**config.mk**
```make
export PLATFORM = sky130hd
export DESIGN_NAME = carryskip_sub_pipe
export DESIGN_NICKNAME = d
export VERILOG_FILES = /design/src/rtl/carryskip_sub_pipe.sv
export SDC_FILE = /design/constraint.sdc
export NUM_CORES = 1
export LEC_CHECK = 0
export BUFFER_PORTS_ARGS = -buffer_cell sky130_fd_sc_hd__buf_2
export CAP_MARGIN = 5
export CORE_ASPECT_RATIO = 1.2
export CORE_UTILIZATION = 45
export DETAILED_ROUTE_END_ITERATION = 8
export PLACE_DENSITY = 0.72
export SLEW_MARGIN = 20
export SYNTH_ARGS = -nofsm -noshare
export SYNTH_HDL_FRONTEND = slang
export SYNTH_SLANG_ARGS = --single-unit
```
**constraint.sdc**
```tcl
create_clock -name clk -period 3.55 [get_ports clk]
set_input_delay 0.71 -clock clk [delete_from_list [all_inputs] [get_ports clk]]
set_output_delay 0.71 -clock clk [all_outputs]
set_load 0.1 [all_outputs]
```
**src/rtl/carryskip_sub_pipe.sv**
```systemverilog
`default_nettype none
// +----------------------------------------------------------------------------+
// | Module      : carryskip_sub_pipe                                           |
// | Description : Pipelined a - b - bin subtractor, one 4-bit carry-skip slice |
// |               per stage, valid/ready handshakes on both sides.             |
// | Revision    : 1.0                                                          |
// +----------------------------------------------------------------------------+
module carryskip_sub_pipe #(
  parameter int WIDTH = 16,
  parameter int BLOCK = 4
) (
  input  logic             clk,
  input  logic             rst_n,
  input  logic             in_valid,
  output logic             in_ready,
  input  logic [WIDTH-1:0] a,
  input  logic [WIDTH-1:0] b,
  input  logic             bin,
  output logic             out_valid,
  input  logic             out_ready,
  output logic [WIDTH-1:0] diff,
  output logic             bout,
  output logic             ovf
);

  localparam int STAGES = WIDTH / BLOCK;

  logic [STAGES-1:0] w_v;
  logic [STAGES-1:0] w_adv;
  logic [STAGES-1:0] w_load;
  logic              r_ovf;
  logic              w_ovf_next;

  assign in_ready = ~w_v[0] | w_adv[0];

  for (genvar k = 0; k < STAGES; k++) begin : g_stage
    // Operand bits still to be consumed from this slice upwards, and diff width so far.
    localparam int IW = WIDTH - k * BLOCK;
    localparam int DW = (k + 1) * BLOCK;

    logic [IW-1:0]    w_a_in;
    logic [IW-1:0]    w_nb_in;
    logic             w_cin;
    logic [BLOCK-1:0] w_p;
    logic [BLOCK-1:0] w_g;
    logic [BLOCK-1:0] w_sum;
    logic [BLOCK:0]   w_rc;
    logic             w_cout;
    logic [DW-1:0]    w_dnext;

    logic             r_v;
    logic [DW-1:0]    r_diff;
    logic             r_brw;

    if (k == 0) begin : g_src_port
      assign w_a_in  = a;
      assign w_nb_in = ~b;
      assign w_cin   = ~bin;
      assign w_dnext = w_sum;
      assign w_load[k] = in_valid & in_ready;
    end else begin : g_src_stage
      assign w_a_in  = g_stage[k-1].g_ops.r_a;
      assign w_nb_in = g_stage[k-1].g_ops.r_nb;
      assign w_cin   = ~g_stage[k-1].r_brw;
      assign w_dnext = {w_sum, g_stage[k-1].r_diff};
      assign w_load[k] = w_adv[k-1];
    end

    if (k == STAGES - 1) begin : g_adv_last
      assign w_adv[k] = r_v & out_ready;
    end else begin : g_adv_mid
      assign w_adv[k] = r_v & (~w_v[k+1] | w_adv[k+1]);
    end

    assign w_v[k] = r_v;
    assign w_g    = w_a_in[BLOCK-1:0] & w_nb_in[BLOCK-1:0];
    assign w_p    = w_a_in[BLOCK-1:0] ^ w_nb_in[BLOCK-1:0];

    always_comb begin
      w_rc[0] = w_cin;
      for (int i = 0; i < BLOCK; i++) begin
        w_rc[i+1] = w_g[i] | (w_p[i] & w_rc[i]);
      end
    end

    assign w_sum = w_p ^ w_rc[BLOCK-1:0];
    // A fully propagating slice passes its carry-in straight through.
    assign w_cout = (&w_p) ? w_cin : w_rc[BLOCK];

    always_ff @(posedge clk or negedge rst_n) begin
      if (!rst_n) begin
        r_v    <= 1'b0;
        r_diff <= '0;
        r_brw  <= 1'b0;
      end else begin
        r_v <= w_load[k] | (r_v & ~w_adv[k]);
        if (w_load[k]) begin
          r_diff <= w_dnext;
          r_brw  <= ~w_cout;
        end
      end
    end

    if (k < STAGES - 1) begin : g_ops
      logic [IW-BLOCK-1:0] r_a;
      logic [IW-BLOCK-1:0] r_nb;

      always_ff @(posedge clk) begin
        if (w_load[k]) begin
          r_a  <= w_a_in[IW-1:BLOCK];
          r_nb <= w_nb_in[IW-1:BLOCK];
        end
      end
    end
  end

  // Operand MSBs reach the last slice as the top bits of its operand inputs.
  assign w_ovf_next = (g_stage[STAGES-1].w_a_in[BLOCK-1] != ~g_stage[STAGES-1].w_nb_in[BLOCK-1]) &
                      (g_stage[STAGES-1].w_sum[BLOCK-1]  !=  g_stage[STAGES-1].w_a_in[BLOCK-1]);

  always_ff @(posedge clk or negedge rst_n) begin
    if (!rst_n) begin
      r_ovf <= 1'b0;
    end else if (w_load[STAGES-1]) begin
      r_ovf <= w_ovf_next;
    end
  end

  assign out_valid = w_v[STAGES-1];
  assign diff      = g_stage[STAGES-1].r_diff;
  assign bout      = g_stage[STAGES-1].r_brw;
  assign ovf       = r_ovf;

endmodule
`default_nettype wire
```
* Yosys cells after proc, flatten, opt, wreduce, memory -nomap -nowiden *
Cells that the tools add are included.
W data, S select, Z words.

storage, ports and cells
  output and inout port bits = 20
  logic and storage cells = 109
  register bits = 97
  input bits = 37

operators by class
  equality and inequality tests = 2
  multiplexer cells = 4
  bitwise logic cells = 80
  reduce and logical (&&, ||, !) cells = 4

operators with widths
  operator           number
  $xor A4 B4 Y4      8
  $and A1 B1 Y1      26
  $or A1 B1 Y1       24
  $not A1 Y1         17
  $and A4 B4 Y4      4
  $not A16 Y16       1
  $reduce_and A4 Y1  4
  $mux W1            4
  $ne A1 B1 Y1       2

* Longest topological paths before layout *
  word-level depth = 12
  depth in mapped cells = 8
  gate-level depth less buffers = 8

* Least setup slack after synthesis *
OpenSTA, ideal clock, no wires.

  kind = input -> register
  start = input port a[0]
  end = register g_stage[0].r_brw
  stages = 7
  data arrival time = 2475 ps
  library setup time = 131 ps
  required time = 3419 ps
  path buffers = 0
  slack = 944 ps
  path through = inv_1 -> fa_1 -> fa_1 -> fa_1 -> fa_1 -> mux2i_1 -> mux2i_1

on the way
  word-level cells in the longest chain between the ends = 11
  elaborated cells on any way between the ends = 13
  those cells by class = mux: 1; bitwise: 11; reduce/logical: 1

RTL lines
  what                  RTL line  text
  start, declared       16        input logic [WIDTH-1:0] a,
  $xor A4 B4 Y4         77        assign w_p = w_a_in[BLOCK-1:0] ^ w_nb_in[BLOCK-1:0];
  $and A1 B1 Y1         82        w_rc[i+1] = w_g[i] | (w_p[i] & w_rc[i]);
  $or A1 B1 Y1          82
  $and A1 B1 Y1         82
  $or A1 B1 Y1          82
  $and A1 B1 Y1         82
  $or A1 B1 Y1          82
  $and A1 B1 Y1         82
  $or A1 B1 Y1          82
  $mux W1 (*)           88        assign w_cout = (&w_p) ? w_cin : w_rc[BLOCK];
  $not A1 Y1 (*)        99        r_brw <= ~w_cout;
  end signal, assigned  99
  end, declared         53        logic r_brw;

Mark *: on every way between the ends. The rest lies on a longest branch, timed or not.
A chain may end at the register's enable or synchronous reset.

* Final worst setup path *
  start = register g_stage[2].g_ops.r_a[0]
  end = register r_ovf (netlist: ovf)

on the way
  word-level cells in the longest chain between the ends = 10
  elaborated cells on any way between the ends = 11
  those cells by class = eq/ne: 1; bitwise: 10

RTL lines
  what                     RTL line  text
  start, declared          105       logic [IW-BLOCK-1:0] r_a;
  start signal, assigned   110       r_a <= w_a_in[IW-1:BLOCK];
  $xor A4 B4 Y4            77
  $and A1 B1 Y1            82
  $or A1 B1 Y1 (*)         82
  $and A1 B1 Y1 (*)        82
  $or A1 B1 Y1 (*)         82
  $and A1 B1 Y1 (*)        82
  $or A1 B1 Y1 (*)         82
  $xor A4 B4 Y4 (*)        86        assign w_sum = w_p ^ w_rc[BLOCK-1:0];
  net g_stage[3].w_sum[3]  46        logic [BLOCK-1:0] w_sum;
  $ne A1 B1 Y1 (*)         119       (g_stage[STAGES-1].w_sum[BLOCK-1] != g_stage[STAGES-1].w_a_in[BLOCK-1]);
  $and A1 B1 Y1 (*)        118       assign w_ovf_next = (g_stage[STAGES-1].w_a_in[BLOCK-1] != ~g_stage[STAGES-1].w_nb_in[BLOCK-1]) &
  end signal, assigned     125       r_ovf <= w_ovf_next;
  end, declared            31        logic r_ovf;

Mark *: on every way through the listed nets, which the timed path passes. The rest lies on a longest branch.

==> flow_summary_export.csv <==
group,metric,value,unit
routing,via_per_inst,4.55,
critical_path,cpMostUsedCell,"fa_1",
cells_and_area,syn2layout_area_growth,14.7,%
clock_tree,cts_sinks,97,
critical_path,r2r_start,"g_stage[2].g_ops.r_a[0]",
pwr,p_per_area,804,mW/mm2
floorplanning,dieArea,0.00950,mm2
clock_tree,post_cts_buffers,0,
critical_path,cp.depth,7,
routing,drt_iter0_markers,50,
critical_path,path_class,"flop to flop",
routing,dr_wl_met3,176,um
routing,wl_met2,2570,um
synth,ys_seq_area_share,65.1,%
grt,grt_remaining_overflow,0,
clock_tree,cts_max_level,3,
clock_tree,root_buffer,"clkbuf_8",
sta,max_slew.worst_pin.slew,0.889,ns
critical_path,startpoint,"g_stage[2].g_ops.r_a[0]",
pwr,p_leak,0.00214,uW
sta,hold_viol,0,
critical_path,slowest_delay,0.53,ns
critical_path,ff2ff_setup_slack,0.90,ns
placement,dp.final_hpwl,4010,um
cells_and_area,diodes,0,
cells_and_area,final_nets,364,
synth,syn-mean-instance-area,17.9,um2
critical_path,arrival,2.92,ns
routing,drc_errors,0,
floorplanning,die-height,107,um
sta,grt_setup_unrepaired,"no",
cells_and_area,final_layout_size_suffix_gt1_share,39.7,%
critical_path,path_buf_inv,0,
synth,netlist_area,0.00410,mm2
placement,place_ws,0.702,ns
placement,place.gp.congestion,0.758,
routing,routed.top_layer,"met4",
synth,synth_top_area_share,35.2,%
critical_path,cp-end-kind,"flop",
routing,vias,1898,
clock_tree,hold_buffers,0,
hold_path,hold_class,"primary input to async pin",
synth,synth.distinct_cells,23,
placement,io_buffers,56,
critical_path,ff2ff_path_depth,7,
routing,first_pass_iters,3,
sta,fin_setup_tns,0,ns
grt,grt_pass1_vias,2071,
routing,finalWirelength,5320,um
clock_tree,clockBufferDepth,2,
floorplanning,rows,37,
sta,setup_viol,0,
synth,syn_nets,298,
sta,period_share,74.6,%
critical_path,cp.required,3.83,ns
sta,post-route-min-period,2.65,ns
synth,synth-seq-cells,97,
sta,setup_slack,0.903,ns
floorplanning,chipWidth,89.1,um
sta,clock.fmax,378,MHz
sta,drv_slew,0,
sta,clock-skew-final,0.00920,ns
critical_path,cp_slowest_cell,"fa_1",
clock_tree,cts_tree,"done",
run_status,status,"complete, no violations",
job,drv_cap,0,
grt,grt_pass1_wl,9350,um
critical_path,worst-path-max-fanout,2,
floorplanning,core,0.00870,mm2
critical_path,crit_family,"adder cells",
critical_path,crit_chain,"fa_1, fa_1, fa_1, fa_1, xor2_1, nand3_1, o2bb2ai_1",
clock_tree,ctsResizeCount,0,
clock_tree,worst_skew_pair.late_latency,0.35,ns
synth,ys_top_cells_by_area,"edfxtp_1 35%, dfrtp_1 30%, fa_1 7.8%",
floorplanning,ios,57,
synth,yosysWarnings,0,
grt,grtUsageTotal,13.3,%
critical_path,r2r_end,"ovf",
sta,max-slew-margin-rel,40.7,%
synth,syn_inst,229,
critical_path,cp-endpoint,"ovf",
routing,routedWlPerCell,12.8,um
routing,postRouteAntennaNets,0,
critical_path,start_kind,"flop",
grt,grt_max_degree,28,
synth,synth_area_leader_cell,"edfxtp_1",
clock_tree,numCtsBuffers,9,
grt,antenna_found_initial,0,
floorplanning,start_util,47.1,%
routing,wl_met1,2460,um
pwr,irDropWorstVdd,277,uV
clock_tree,clk_pin_slew,0.09,ns
==> layout make-up <==
type	count	area (um2)
clock buffers	10	149
clock inverters	6	45.0
fillers	735	4000
inverters	31	116
multi-input cells	99	1290
flip-flops and latches	97	2670
well taps	117	146
repair buffers	57	288
==> Yosys cell counts <==
library cell,count
nand4b_4,1
or2b_1,1
mux2i_1,9
mux2_4,18
nand2b_2,1
o2bb2ai_1,1
dfrtp_1,49
nand2_4,3
nand3b_2,1
ha_1,16
xor2_1,1
edfxtp_1,48
or2_2,1
o21ai_4,1
buf_8,1
nand3_1,1
inv_1,31
nand2_1,1
nand2b_1,2
buf_6,1
mux2_2,21
fa_1,16
nand4_1,4
==> cell usage in the layout, fill, tap and decap left out <==
| cell type | count |
|---|---|
| buf_2 | 56 |
| dfrtp_1 | 49 |
| edfxtp_1 | 48 |
| inv_1 | 32 |
| mux2_2 | 21 |
| mux2_4 | 18 |
| fa_1 | 16 |
| ha_1 | 16 |
| mux2i_1 | 9 |
| clkbuf_8 | 9 |
| nand4_1 | 4 |
| inv_6 | 4 |
| nand2_4 | 3 |
| nand2b_1 | 2 |
| nand4b_4 | 1 |
| or2_2 | 1 |
| nand2b_2 | 1 |
| o21ai_4 | 1 |
| nand3b_2 | 1 |
| nand2_1 | 1 |
| or2b_1 | 1 |
| xor2_1 | 1 |
| nand3_1 | 1 |
| o2bb2ai_1 | 1 |
| inv_4 | 1 |
| clkbuf_16 | 1 |
| buf_4 | 1 |
==> report_power, final <==
group | total (uW) | internal [uW] | switching [uW]
sequential | 1650 | 1490 | 158
combinational | 1460 | 422 | 1040
clock | 672 | 305 | 366
total | 3780 | 2220 | 1560
==> stage by stage <==
| stage | util (%) | cell area (um2) | instances | power, uW | hold slack, ns |
|---|---|---|---|---|---|
| after floorplan | - | 4100 | 229 | 2880 | 0.400 |
| after global placement | 51.8 | 4510 | 401 | 3110 | 0.404 |
| after detailed placement | 51.8 | 4510 | 401 | 3150 | 0.405 |
| after CTS | 54.0 | 4700 | 417 | 3840 | 0.309 |
| after global routing | 54.0 | 4700 | 417 | 3980 | 0.341 |
| final | 54.0 | 4700 | 417 | 3780 | 0.317 |
==> state kept, by name, indices dropped and copies added, names as in the netlist <==
signal / cells
g_stage.r_diff: 24
g_stage.r_brw: 3
out_valid: 1
ovf: 1
g_stage.g_ops.r_nb: 24
bout: 1
g_stage.g_ops.r_a: 24
g_stage.r_v: 3
diff: 16
==> cell families (layout without fill, tap and decap cells) <==
kind of cell | count (synthesis) | in the layout | share of synthesized area (%)
DFF | 97 | 97 | 65.1
muxes | 48 | 48 | 14.6
buffers and inverters | 33 | 104 | 3.48
adders and majority gates | 32 | 32 | 12.7
and+or+nand+nor | 16 | 16 | 3.36
AOI/OAI and AO/OA | 2 | 2 | 0.611
xor gates and xnor gates | 1 | 1 | 0.214
==> worst min path at each step <==
stage,cells after the start,from,to
5_1_grt,1,rst_n,g_stage[1].r_diff[3]
3_5_place_dp,0,g_stage[1].g_ops.r_a[5],g_stage[2].g_ops.r_a[1]
3_3_place_gp,0,g_stage[1].g_ops.r_nb[6],g_stage[2].g_ops.r_nb[2]
6_report,1,rst_n,diff[4]
4_1_cts,1,rst_n,diff[4]
2_1_floorplan,0,g_stage[0].g_ops.r_a[4],g_stage[1].g_ops.r_a[0]
==> per-layer routing <==
layer	up-vias	GRT usage, %
li1	921	-
met1	927	16.8
met2	41	21.5
met3	9	2.33
met4	0	7.48
met5	-	0
No activity file was read; power rests on OpenSTA's default activity.
